File: src/rtl/game_flow_ctrl.sv
// Round sequencer: title / play / pause / end-screen flow, level tracking and
// the one-cycle round_rst pulse that re-initialises all game entities.
module game_flow_ctrl #(
  parameter int END_SCREEN_CYCLES = 130_000_000,
  parameter int GUARD_CYCLES      = 4,
  parameter int MAX_LEVEL         = 9,
  parameter int LEVEL_W           = 4
) (
  input  logic               clk,
  input  logic               rst,
  input  logic               btn_start,
  input  logic               btn_pause,
  input  logic               game_lost,
  input  logic               game_won,
  output logic               round_rst,
  output logic               game_active,
  output logic               paused,
  output logic [1:0]         screen,
  output logic [LEVEL_W-1:0] level
);

  localparam int END_W   = $clog2(END_SCREEN_CYCLES + 1);
  localparam int GUARD_W = $clog2(GUARD_CYCLES + 1);

  localparam logic [END_W-1:0]   END_LOAD   = END_W'(END_SCREEN_CYCLES - 1);
  localparam logic [GUARD_W-1:0] GUARD_LOAD = GUARD_W'(GUARD_CYCLES);
  localparam logic [LEVEL_W-1:0] LEVEL_MIN  = LEVEL_W'(1);
  localparam logic [LEVEL_W-1:0] LEVEL_MAX  = LEVEL_W'(MAX_LEVEL);

  localparam logic [2:0] S_TITLE = 3'd0;
  localparam logic [2:0] S_START = 3'd1;
  localparam logic [2:0] S_PLAY  = 3'd2;
  localparam logic [2:0] S_PAUSE = 3'd3;
  localparam logic [2:0] S_WON   = 3'd4;
  localparam logic [2:0] S_LOST  = 3'd5;

  logic [2:0]         r_state;
  logic               r_start_q;
  logic               r_pause_q;
  logic [END_W-1:0]   r_end_cnt;
  logic [GUARD_W-1:0] r_guard_cnt;

  logic               w_start_press;
  logic               w_pause_press;
  logic [2:0]         w_next;
  logic [LEVEL_W-1:0] w_level_next;
  logic [END_W-1:0]   w_end_next;
  logic [GUARD_W-1:0] w_guard_next;
  logic [1:0]         w_screen_next;

  // Rising-edge detect; the edge registers clear in reset, so a button held
  // through reset registers as a press on the first cycle afterwards.
  assign w_start_press = btn_start & ~r_start_q;
  assign w_pause_press = btn_pause & ~r_pause_q;

  always_comb begin
    // NOTE: every signal gets a default before the case so no path leaves it
    // unassigned; otherwise synthesis infers a latch.
    w_next       = r_state;
    w_level_next = level;
    w_end_next   = r_end_cnt;
    w_guard_next = r_guard_cnt;
    case (r_state)
      S_TITLE: if (w_start_press) w_next = S_START;
      S_START: begin
        w_next       = S_PLAY;
        w_guard_next = GUARD_LOAD;
      end
      S_PLAY: begin
        if (r_guard_cnt != '0) begin
          w_guard_next = r_guard_cnt - 1'b1;
        end else if (game_lost) begin
          w_next     = S_LOST;
          w_end_next = END_LOAD;
        end else if (game_won) begin
          w_next       = S_WON;
          w_end_next   = END_LOAD;
          w_level_next = (level < LEVEL_MAX) ? level + 1'b1 : LEVEL_MAX;
        end else if (w_pause_press) begin
          w_next = S_PAUSE;
        end
      end
      S_PAUSE: if (w_pause_press || w_start_press) w_next = S_PLAY;
      S_WON: begin
        if (r_end_cnt == '0 || w_start_press) w_next = S_START;
        else                                  w_end_next = r_end_cnt - 1'b1;
      end
      S_LOST: begin
        if (r_end_cnt == '0 || w_start_press) begin
          w_next       = S_TITLE;
          w_level_next = LEVEL_MIN;
        end else begin
          w_end_next = r_end_cnt - 1'b1;
        end
      end
      default: w_next = S_TITLE;
    endcase
  end

  always_comb begin
    w_screen_next = 2'd0;
    case (w_next)
      S_START, S_PLAY, S_PAUSE: w_screen_next = 2'd1;
      S_WON:                    w_screen_next = 2'd2;
      S_LOST:                   w_screen_next = 2'd3;
      default:                  w_screen_next = 2'd0;
    endcase
  end

  // Outputs are decoded from the next state so they are valid in the same
  // cycle the state is entered.
  always_ff @(posedge clk) begin
    // NOTE: sequential state uses non-blocking assignments so every register
    // samples pre-edge values regardless of statement order.
    if (rst) begin
      r_state     <= S_TITLE;
      r_start_q   <= 1'b0;
      r_pause_q   <= 1'b0;
      r_end_cnt   <= '0;
      r_guard_cnt <= '0;
      round_rst   <= 1'b1;
      game_active <= 1'b0;
      paused      <= 1'b0;
      screen      <= 2'd0;
      level       <= LEVEL_MIN;
    end else begin
      r_state     <= w_next;
      r_start_q   <= btn_start;
      r_pause_q   <= btn_pause;
      r_end_cnt   <= w_end_next;
      r_guard_cnt <= w_guard_next;
      round_rst   <= (w_next == S_START);
      game_active <= (w_next == S_PLAY);
      paused      <= (w_next == S_PAUSE);
      screen      <= w_screen_next;
      level       <= w_level_next;
    end
  end

endmodule
File: config.mk
export PLATFORM = sky130hd
export DESIGN_NAME = game_flow_ctrl
export DESIGN_NICKNAME = d
export VERILOG_FILES = /design/src/rtl/game_flow_ctrl.sv
export SDC_FILE = /design/constraint.sdc
export NUM_CORES = 1
export LEC_CHECK = 0
export ABC_AREA = 1
export CAP_MARGIN = 10
export CELL_PAD_IN_SITES_DETAIL_PLACEMENT = 1
export CELL_PAD_IN_SITES_GLOBAL_PLACEMENT = 1
export CORE_ASPECT_RATIO = 1.5
export CORE_MARGIN = 1.5
export CORE_UTILIZATION = 47
export CTS_BUF_LIST = sky130_fd_sc_hd__clkbuf_2
export CTS_CLUSTER_SIZE = 25
export DETAILED_ROUTE_END_ITERATION = 8
export GPL_TIMING_DRIVEN = 0
export PLACE_DENSITY = 0.93
export SLEW_MARGIN = 20
export SYNTH_ARGS = -nofsm -noshare
export SYNTH_HDL_FRONTEND = slang
export SYNTH_SLANG_ARGS = --single-unit
File: constraint.sdc
create_clock -name clk -period 4.2 [get_ports clk]
set_clock_uncertainty 0.2 [all_clocks]
set_input_delay 0.42 -clock clk [delete_from_list [all_inputs] [get_ports clk]]
set_output_delay 0.42 -clock clk [all_outputs]
set_load 0.01 [all_outputs]
* After elaboration in Yosys (flattened, before gate mapping)
Index checks and enable logic that the tools add are counted.
** Storage, ports and cells
- Flip-flop bits (word level) :: 44
- Bits in latches :: 0
- RAM bits :: 0
- ROM bits :: 0
- Input bits :: 6
- Word-level logic and storage cells :: 71
- Memories :: 0
** Operators by class
- Add/subtract/negate cells :: 3
- $mul :: 0
- Div/mod/pow operators :: 0
- Magnitude comparators :: 1
- Equality and inequality tests :: 17
- Shift-type cells :: 0
- Mux-type cells :: 23
- Bitwise gates (word level) :: 4
- Reduce and logical (&&, ||, !) cells :: 13
** Operators by type and width (number)
- $mux 27 :: 4
- $pmux 27 s2 :: 1
- $logic_not 27->1 :: 1
- $mux 3 :: 9
- $sub 27x1->27 const B :: 1
- $mux 4 :: 5
- $pmux 3 s6 :: 1
- $eq 3x2->1 const B :: 4
- $eq 3x3->1 const B :: 4
- $ne 2x2->1 const B :: 6
- $pmux 4 s2 :: 1
- $eq 3x1->1 const B :: 2
- $pmux 2 s3 :: 1
- $pmux 3 s2 :: 1
- $reduce_bool 2->1 :: 3
- $reduce_and 5->1 :: 1
- $add 4x1->4 const B :: 1
- $lt 4x4->1 const B :: 1
- $reduce_and 4->1 :: 1
- $logic_not 3->1 :: 1
- $ne 3x3->1 const B :: 1
- $reduce_bool 3->1 :: 1
- $reduce_or 3->1 :: 1
- $sub 3x1->3 const B :: 1
- other kinds (5) :: 8

* Longest topological paths before layout
Gate-level depths: netlist of the first run.
- Word-level depth :: 10
- Gate-level depth with buffers :: 13
- Gate-level depth less buffers :: 13

* Least setup slack after synthesis of the first run
Ideal clock, no wire load.
- Kind :: reg-to-reg
- From :: reg r_end_cnt[0]
- To :: reg r_end_cnt[2]
- Arrival :: 1.451 ns
- Path slack :: 2.414 ns
- Cell stages (with the launch flop) :: 13
- Path buffers :: 1
- Clock period less this slack :: 1.786 ns
- Path through :: dfxtp_1 > inv_1 > ha_1 > nand2_2 > nor2_1 > nand2_2 > inv_2 > nand2_4 > nand3_4 > nand2_4 > buf_6 > nand2_1 > a21oi_1
** Between the ends
- Longest elaborated chain between the ends :: 4
- Elaborated cells between the ends (all ways) :: 7
- Classes of those cells :: add/sub: 1; eq/ne: 1; mux: 2; reduce/logical: 3
** RTL lines
- from (decl) :: line 40 : logic [END_W-1:0] r_end_cnt;
- from (signal assigned) :: line 130 : r_end_cnt <= w_end_next;
- branches (longest 4 deep; another with $sub 27x1->27)
Several ways; the timed one is not identified. The select of a mux whose other input is x is not followed.
A chain may end at the register's enable or synchronous reset.

* Worst setup path in the final report of the first run
- From :: reg r_end_cnt[0]
- To :: reg r_end_cnt[12]
The elaborated chain is that of the path after synthesis.

==> metrics.md, run 1 <==
| Metric | Value |
|---|---|
| Largest net degree at the start of global routing | 15 |
| Final wirelength | 8.55 mm |
| Worst r2r src | r_end_cnt[0] |
| Fraction of layout cells with a size suffix above 1 | 0.0913 |
| Worst min path class | in2reg |
| Final setup vio count | 0 |
| Critical path data required time | about 4.4 ns |
| Initial Util | 0.480 |
| I/O pin total | 15 |
| WP data arrival | ~2.4 ns |
| Die extent in x | 65.5 um |
| Post-CTS Resized | 0 |
| Die height | 96.8 um |
| Mapped Nets | 449 |
| CTS tree | done |
| Row Count | 34 |
| CTS sink count | 44 |
| Core Box Area | 5740 sq um |
| F_max | ~440 MHz |
| Seq/Total Area, Yosys | 0.320 |
| Setup tns final | 0 ns |
| Fin. max-slew vios | 0 |
| Mapped Cells | around 440 |
| First-pass GRT wire length | 14.8 mm |
| Pwr/cell area | 606 nW/um^2 |
| Hold endpoint | r_pause_q |
| Reg2Reg Depth | 12 |
| Cell taking the most area after synthesis | dfxtp_1 |
| Clock slew at reported path FFs | 0.26 ns |
| Setup CP Type | reg2reg |
| CTS max path bufs | 2 |
| CP peak stage delay | 0.37 ns |
| Clk_lat worst skew | 0.45 ns |
| Status | completed |
| Worst r2r dst | r_end_cnt[12] |
| Worst hold path depth | 3 |
| Final Net Count | 470 |
| Routability Congestion | between 0.9 and 1 |
| Number of detailed-route iterations in the first pass | 4 |
| Top-area cell type share of the netlist area | 0.320 |
| Maxcap violations | 0 |
| Hpwl dp | 6.61 mm |
| Hold bufs inserted after CTS | 0 |
| Worst slew margin | 0.609 |
| Port Buffers | 14 |
| Setup repair after global routing missed its margin | false |
| Syn-to-layout area delta | 10.8% |
| N_diodes | 0 |
| DRC viols | 0 |
| Commonest non-fill, non-tap cell in the layout | nand2_1 |
| Fillcell total | 816 |
| Worst hold start | btn_pause |
| Crit path launch type | flop |
| Vias | 2980 |
| Root Driver | clkbuf_2 |
| R2R Setup Slk | 1.94 ns |
| Worst Max-Slew Pin Slew | 0.586 ns |
| GRT Overall Usage | 0.298 |
| Syn Std Cell Area | 2760 sq um |
| Synth cell types | 28 |
| Peak VDD IR | 237 uV |
| Number of antenna-violating nets in the routed design | 0 |
| Slowest cell on crit path | dfxtp_1 |
| CTS Buf Count | 5 |
| Finished layout cell area | a little over 3000 sq um |
| Tcrit/Tclk final | 0.538 |
| Largest cells by area after synthesis | dfxtp_1 32%, nand2_1 14%, nand3_1 11% |
| Congestion Overflow GR | 0 |
| Delay-heaviest family, CP | simple AND/OR/NAND/NOR gates |
| Max H-tree Level | 2 |
| Cells along the critical path | inv_1 > ha_1 > nand2_2 > nor2_1 > nand2_2 > inv_2 > nand2_4 > nand3_4 > nand2_4 > buf_6 > nand2_1 > a21oi_1 |
| Vias per cell | 5.60 |
| Tmin final | 2.26 ns |
| WP buf/inv | 3 |
| Synth Register Bits | 44 |
| Die ar. | 6340 sq um |
| CP Max Fanout | 10 |
| Post-CTS Setup Inserts | 0 |
| Final Hold Fails | 0 |
| Per-cell routed wire length | 16.1 um |
| Post-Place Cell Area | 2990 sq um |
| DR iter-0 viols | around 140 |
| Vias in the first global route | 3290 |
| Warnings from Yosys | 0 |
| Commonest cells after routing, fill and taps aside | 105 x nand2_1, 69 x nor2_1, 62 x nand3_1 |
| CP endpoint kind | flop |
| Leak | 0.00136 uW |
| Syn Area/Cell | 6.29 sq um |
| Initial antenna violation count | 0 |
## registers in the layout, indices dropped and copies added, names as in the netlist, 2 cells and up
name         count
screen           2
r_state          3
level            4
r_end_cnt       27
r_guard_cnt      3
## cell usage after synthesis
| master | number |
|---|---|
| o21ai_0 | 5 |
| a21oi_2 | 2 |
| a31oi_1 | 1 |
| buf_8 | 2 |
| nand3b_1 | 1 |
| nor2_2 | 6 |
| nand4_1 | 14 |
| nand2_1 | 105 |
| buf_6 | 2 |
| nand3_1 | 62 |
| xor2_1 | 5 |
| nand2_4 | 2 |
| nand2_2 | 7 |
| inv_2 | 2 |
| or2_2 | 6 |
| dfxtp_1 | 44 |
| inv_1 | 45 |
| ha_1 | 5 |
| clkbuf_1 | 6 |
| a21oi_1 | 31 |
| nor2_1 | 69 |
| nand3_2 | 2 |
| nand3_4 | 1 |
| nor3b_1 | 1 |
| nor3_1 | 5 |
| buf_2 | 3 |
| or2_1 | 2 |
| a211oi_1 | 2 |
## worst min-delay path, cell delays in order
cell and delay (ns):
clkdlybuf4s50_1 0.43, inv_1 0.06, nor2_1 0.03
## report_power, final
part,internal [uW],total [uW],switching (uW)
clock network,99.8,258,158
logic,354,1060,708
registers,475,529,54.6
total,928,1850,920
## worst max path at each step
stage	to	start	cells past startpoint
floorplan	r_end_cnt[2]	r_end_cnt[0]	12
global placement	screen[1]	rst	4
detailed placement	screen[1]	rst	4
CTS	r_end_cnt[12]	r_end_cnt[0]	12
global route	r_end_cnt[12]	r_end_cnt[0]	12
finish	r_end_cnt[12]	r_end_cnt[0]	12
## area by class of cell
class                   instances  area [sq um]  area share
flip-flops and latches         44           881       0.289
clock inverters                 3          42.5      0.0139
inverters                      47           176      0.0578
multi-input cells             334          1610       0.527
repair buffers                 14           140      0.0459
well taps                      72          90.1      0.0295
clock buffers                   5          25.0     0.00820
plain buffers                  13          90.1      0.0295
## per-layer routing
layer,wire length (um),GRT usage
met1,3170,0.294
met2,4700,0.558
met3,185,0.0430
met4,490,0.184
met5,0,0
## per-stage QoR
step                worst slack [ns]  hold WS (ns)  utilization  total power (uW)  cells
floorplan                       2.41         0.253            -              1310    438
global placement                1.91         0.264        0.520              1520    524
detailed placement              1.89         0.280        0.520              1580    524
CTS                             1.94         0.306        0.532              1840    532
global route                    1.77         0.288        0.532              2020    532
finish                          1.94         0.291        0.532              1850    532
## kinds of logic after synthesis
logic type / synth area share
adders and majority gates: 0.0227
xor gates and xnor gates: 0.0159
AOI/OAI and AO/OA: 0.0795
and+or+nand+nor: 0.465
buffers and inverters: 0.0967
DFF: 0.320
No activity file was read; power rests on OpenSTA's default activity.
==> inputs of run 2 (changes only) <==
Settings changed: CORE_UTILIZATION 47 to 40, PLACE_DENSITY 0.93 to 0.85.
Clock period 4.2 ns to 1.9 ns, I/O delays scaled along.
==> run 2 against run 1 <==
  * Sequential cell count stayed put
  * Clock-buffer cell count stayed put
  * Combinational power is 140% higher
  * Die area is 17% higher
  * Register-to-register slack worse by 1.9 ns
  * Sequential share of layout area is 0.90 points lower
  * Non-clock buffer count is 9 higher
  * Sequential power is 120% higher
  * Clock power grew to 2.7 times the previous value
  * Maximum frequency is 20% higher
==> metrics.md, run 2 (same netlist as run 1, synthesis figures left out) <==
| Metric | Value |
|---|---|
| Status | completed |
| Maxcap violations | 0 (unchanged) |
| Fin cells | 544 (+2.3%) |
| Final Hold Fails | 0 (unchanged) |
| Leak | 0.00146 uW (+7.0%) |
| DRC viols | 0 (unchanged) |
| Pwr/cell area | 1340 nW/um^2 (+120%) |
| CTS Buf Count | 5 (unchanged) |
| Most flops, register | r_end_cnt |
| CTS tree | done |
| Clock slew at reported path FFs | 0.25 ns (about the same) |
| Hpwl dp | 6.28 mm (-5.0%) |
| I/O pin total | 15 (unchanged) |
| Final Net Count | 479 (+1.9%) |
| Vias | 2983 (+0.10%) |
| CP Max Fanout | 10 (unchanged) |
| Min Hold Slack | 0.0690 ns (-0.222 ns) |
| Routability Congestion | 0.954 (+3.5%) |
| CP endpoint kind | flop |
| Die extent in x | 70.8 um (+8.0%) |
| Commonest non-fill, non-tap cell in the layout | nand2_1 |
| Worst min path class | in2reg |
| Tcrit/Tclk final | 0.990 (+0.452) |
| N_diodes | 0 (unchanged) |
| Port Buffers | 14 (unchanged) |
| WP data arrival | 2.00 ns (-0.41 ns) |
| Setup WS post-layout | 0.0187 ns (-1.92 ns) |
| Tmin final | 1.88 ns (-0.378 ns) |
| Peak VDD IR | 744 uV (+210%) |
| Initial antenna violation count | 0 (unchanged) |
| Row Count | 36 (+5.9%) |
| Max H-tree Level | 2 (unchanged) |
| Reg2Reg Depth | 12 (unchanged) |
| CTS max path bufs | 2 (unchanged) |
| Syn-to-layout area delta | 19.6% |
| Setup WS pre-CTS | -0.283 ns (-2.17 ns) |
| Setup tns final | 0 ns (unchanged) |
| Largest net degree at the start of global routing | 14 (-1) |
| Crit path top cell by count | nand2_4 |
| Fraction of layout cells with a size suffix above 1 | 0.209 (+0.118) |
| Fin. max-slew vios | 0 (unchanged) |
| Total power | 4420 uW (+140%) |
| Worst r2r dst | r_end_cnt[11] |
| Clk_lat worst skew | 0.43 ns (-0.02 ns) |
| Critical path data required time | 2.02 ns (-2.33 ns) |
| Root Driver | clkbuf_2 |
| Number of antenna-violating nets in the routed design | 0 (unchanged) |
| Die height | 105 um (+8.1%) |
| Number of flip-flops in the largest register | 27 (unchanged) |
| Crit. Startpoint | r_end_cnt[0] |
| Vias in the first global route | 3002 (-8.8%) |
| Final wirelength | 8.67 mm (+1.5%) |
| GRT Overall Usage | 0.238 (-0.0606) |
| Worst r2r src | r_end_cnt[0] |
| Congestion Overflow GR | 0 (unchanged) |
| Setup repair after global routing missed its margin | true |
| Number of detailed-route iterations in the first pass | 4 (unchanged) |
| Per-cell routed wire length | 15.9 um (-0.78%) |
| R2R Setup Slk | 0.02 ns (-1.92 ns) |
| Worst slew margin | 0.597 (-0.0125) |
| Cells along the critical path | inv_4 > ha_4 > nand2_4 > nor2_2 > nand2_2 > inv_2 > nand2_4 > nand3_4 > nand2_4 > buf_8 > nand2_1 > a21oi_1 |
| First-pass GRT wire length | 14.0 mm (-5.2%) |
| DR iter-0 viols | 145 (+5.1%) |
| Placed cell count | 528 (+0.76%) |
| Die ar. | 7410 sq um (+17%) |
| CTS sink count | 44 (unchanged) |
| Worst Max-Slew Pin Slew | 0.605 ns (+0.0188 ns) |
| Core Box Area | 6580 sq um (+15%) |
| Top Registers | r_end_cnt: 27 flops, level: 4 flops |
| CP peak stage delay | 0.39 ns (+0.02 ns) |
| Slowest cell on crit path | dfxtp_2 |
| Commonest cells after routing, fill and taps aside | 103 x nand2_1, 62 x nand3_1, 59 x nor2_1 |
| Final setup vio count | 0 (unchanged) |
| F_max | 532 MHz (+20%) |
| Setup CP Type | reg2reg |
| CP endpoint | r_end_cnt[11] |
| Initial Util | 0.419 (-0.0608) |
| Crit path launch type | flop |
| Vias per cell | 5.48 (-2.1%) |
run 2: cell count changes in the layout (fill, tap and decap cells not counted), sizes merged:
cell	delta
buf	+8
bufinv	+1
clkbuf	+1
clkinv	-2
run 2: layout make-up:
type,instances,area (sq um)
buffer,13,103
timing repair buffer,23,208
multi-input combinational,334,1700
tap,76,95.1
fill,905,3280
inverter,47,179
sequential,44,921
clock buffer,5,25.0
clock inverter,2,60.1
run 2: layer usage:
metal,vias up,share of wire,global-route usage
met5,-,0,0
met4,0,0.036,0.0903
met3,20,0.017,0.0289
met2,44,0.55,0.462
met1,1451,0.39,0.251
li1,1468,-,-
run 2: per-stage QoR:
step                      area, sq um   util
final                            3290  0.501
after global routing             3290  0.501
after CTS                        3150  0.479
after detailed placement         2990  0.455
after global placement           2990  0.455
after floorplan                  2760      -
run 2: timing repair:
| item | 4_1_cts | 5_1_grt |
|---|---|---|
| hold buffers | 0 | 0 |
| resized for setup | 14 | 48 |
| setup endpoints to repair | 38 | 37 |
| pin swaps | 2 | 3 |
| setup buffers | 5 | 4 |
run 2: critical path: cells and delay by family (launching register included):
family	cells	cell delay, ns
DFF	1	0.39
AOI/OAI and AO/OA	1	0.06
and+or+nand+nor	7	0.65
adders and majority gates	1	0.15
buffers and inverters	3	0.32
run 2: report_power, final:
group          switching, uW  internal [uW]  leakage (uW)
registers                127           1060      0.000370
clock network            340            347     0.0000490
logic                   1640            909       0.00104
total                   2100           2320       0.00146
run 2: worst min-delay path by stage:
| stage | from | end | cells after the start |
|---|---|---|---|
| floorplan | btn_pause | r_pause_q | 2 |
| global placement | r_guard_cnt[2] | r_guard_cnt[2] | 2 |
| detailed placement | r_guard_cnt[2] | r_guard_cnt[2] | 2 |
| CTS | btn_start | r_start_q | 3 |
| global route | btn_start | r_start_q | 3 |
| finish | btn_start | r_start_q | 3 |
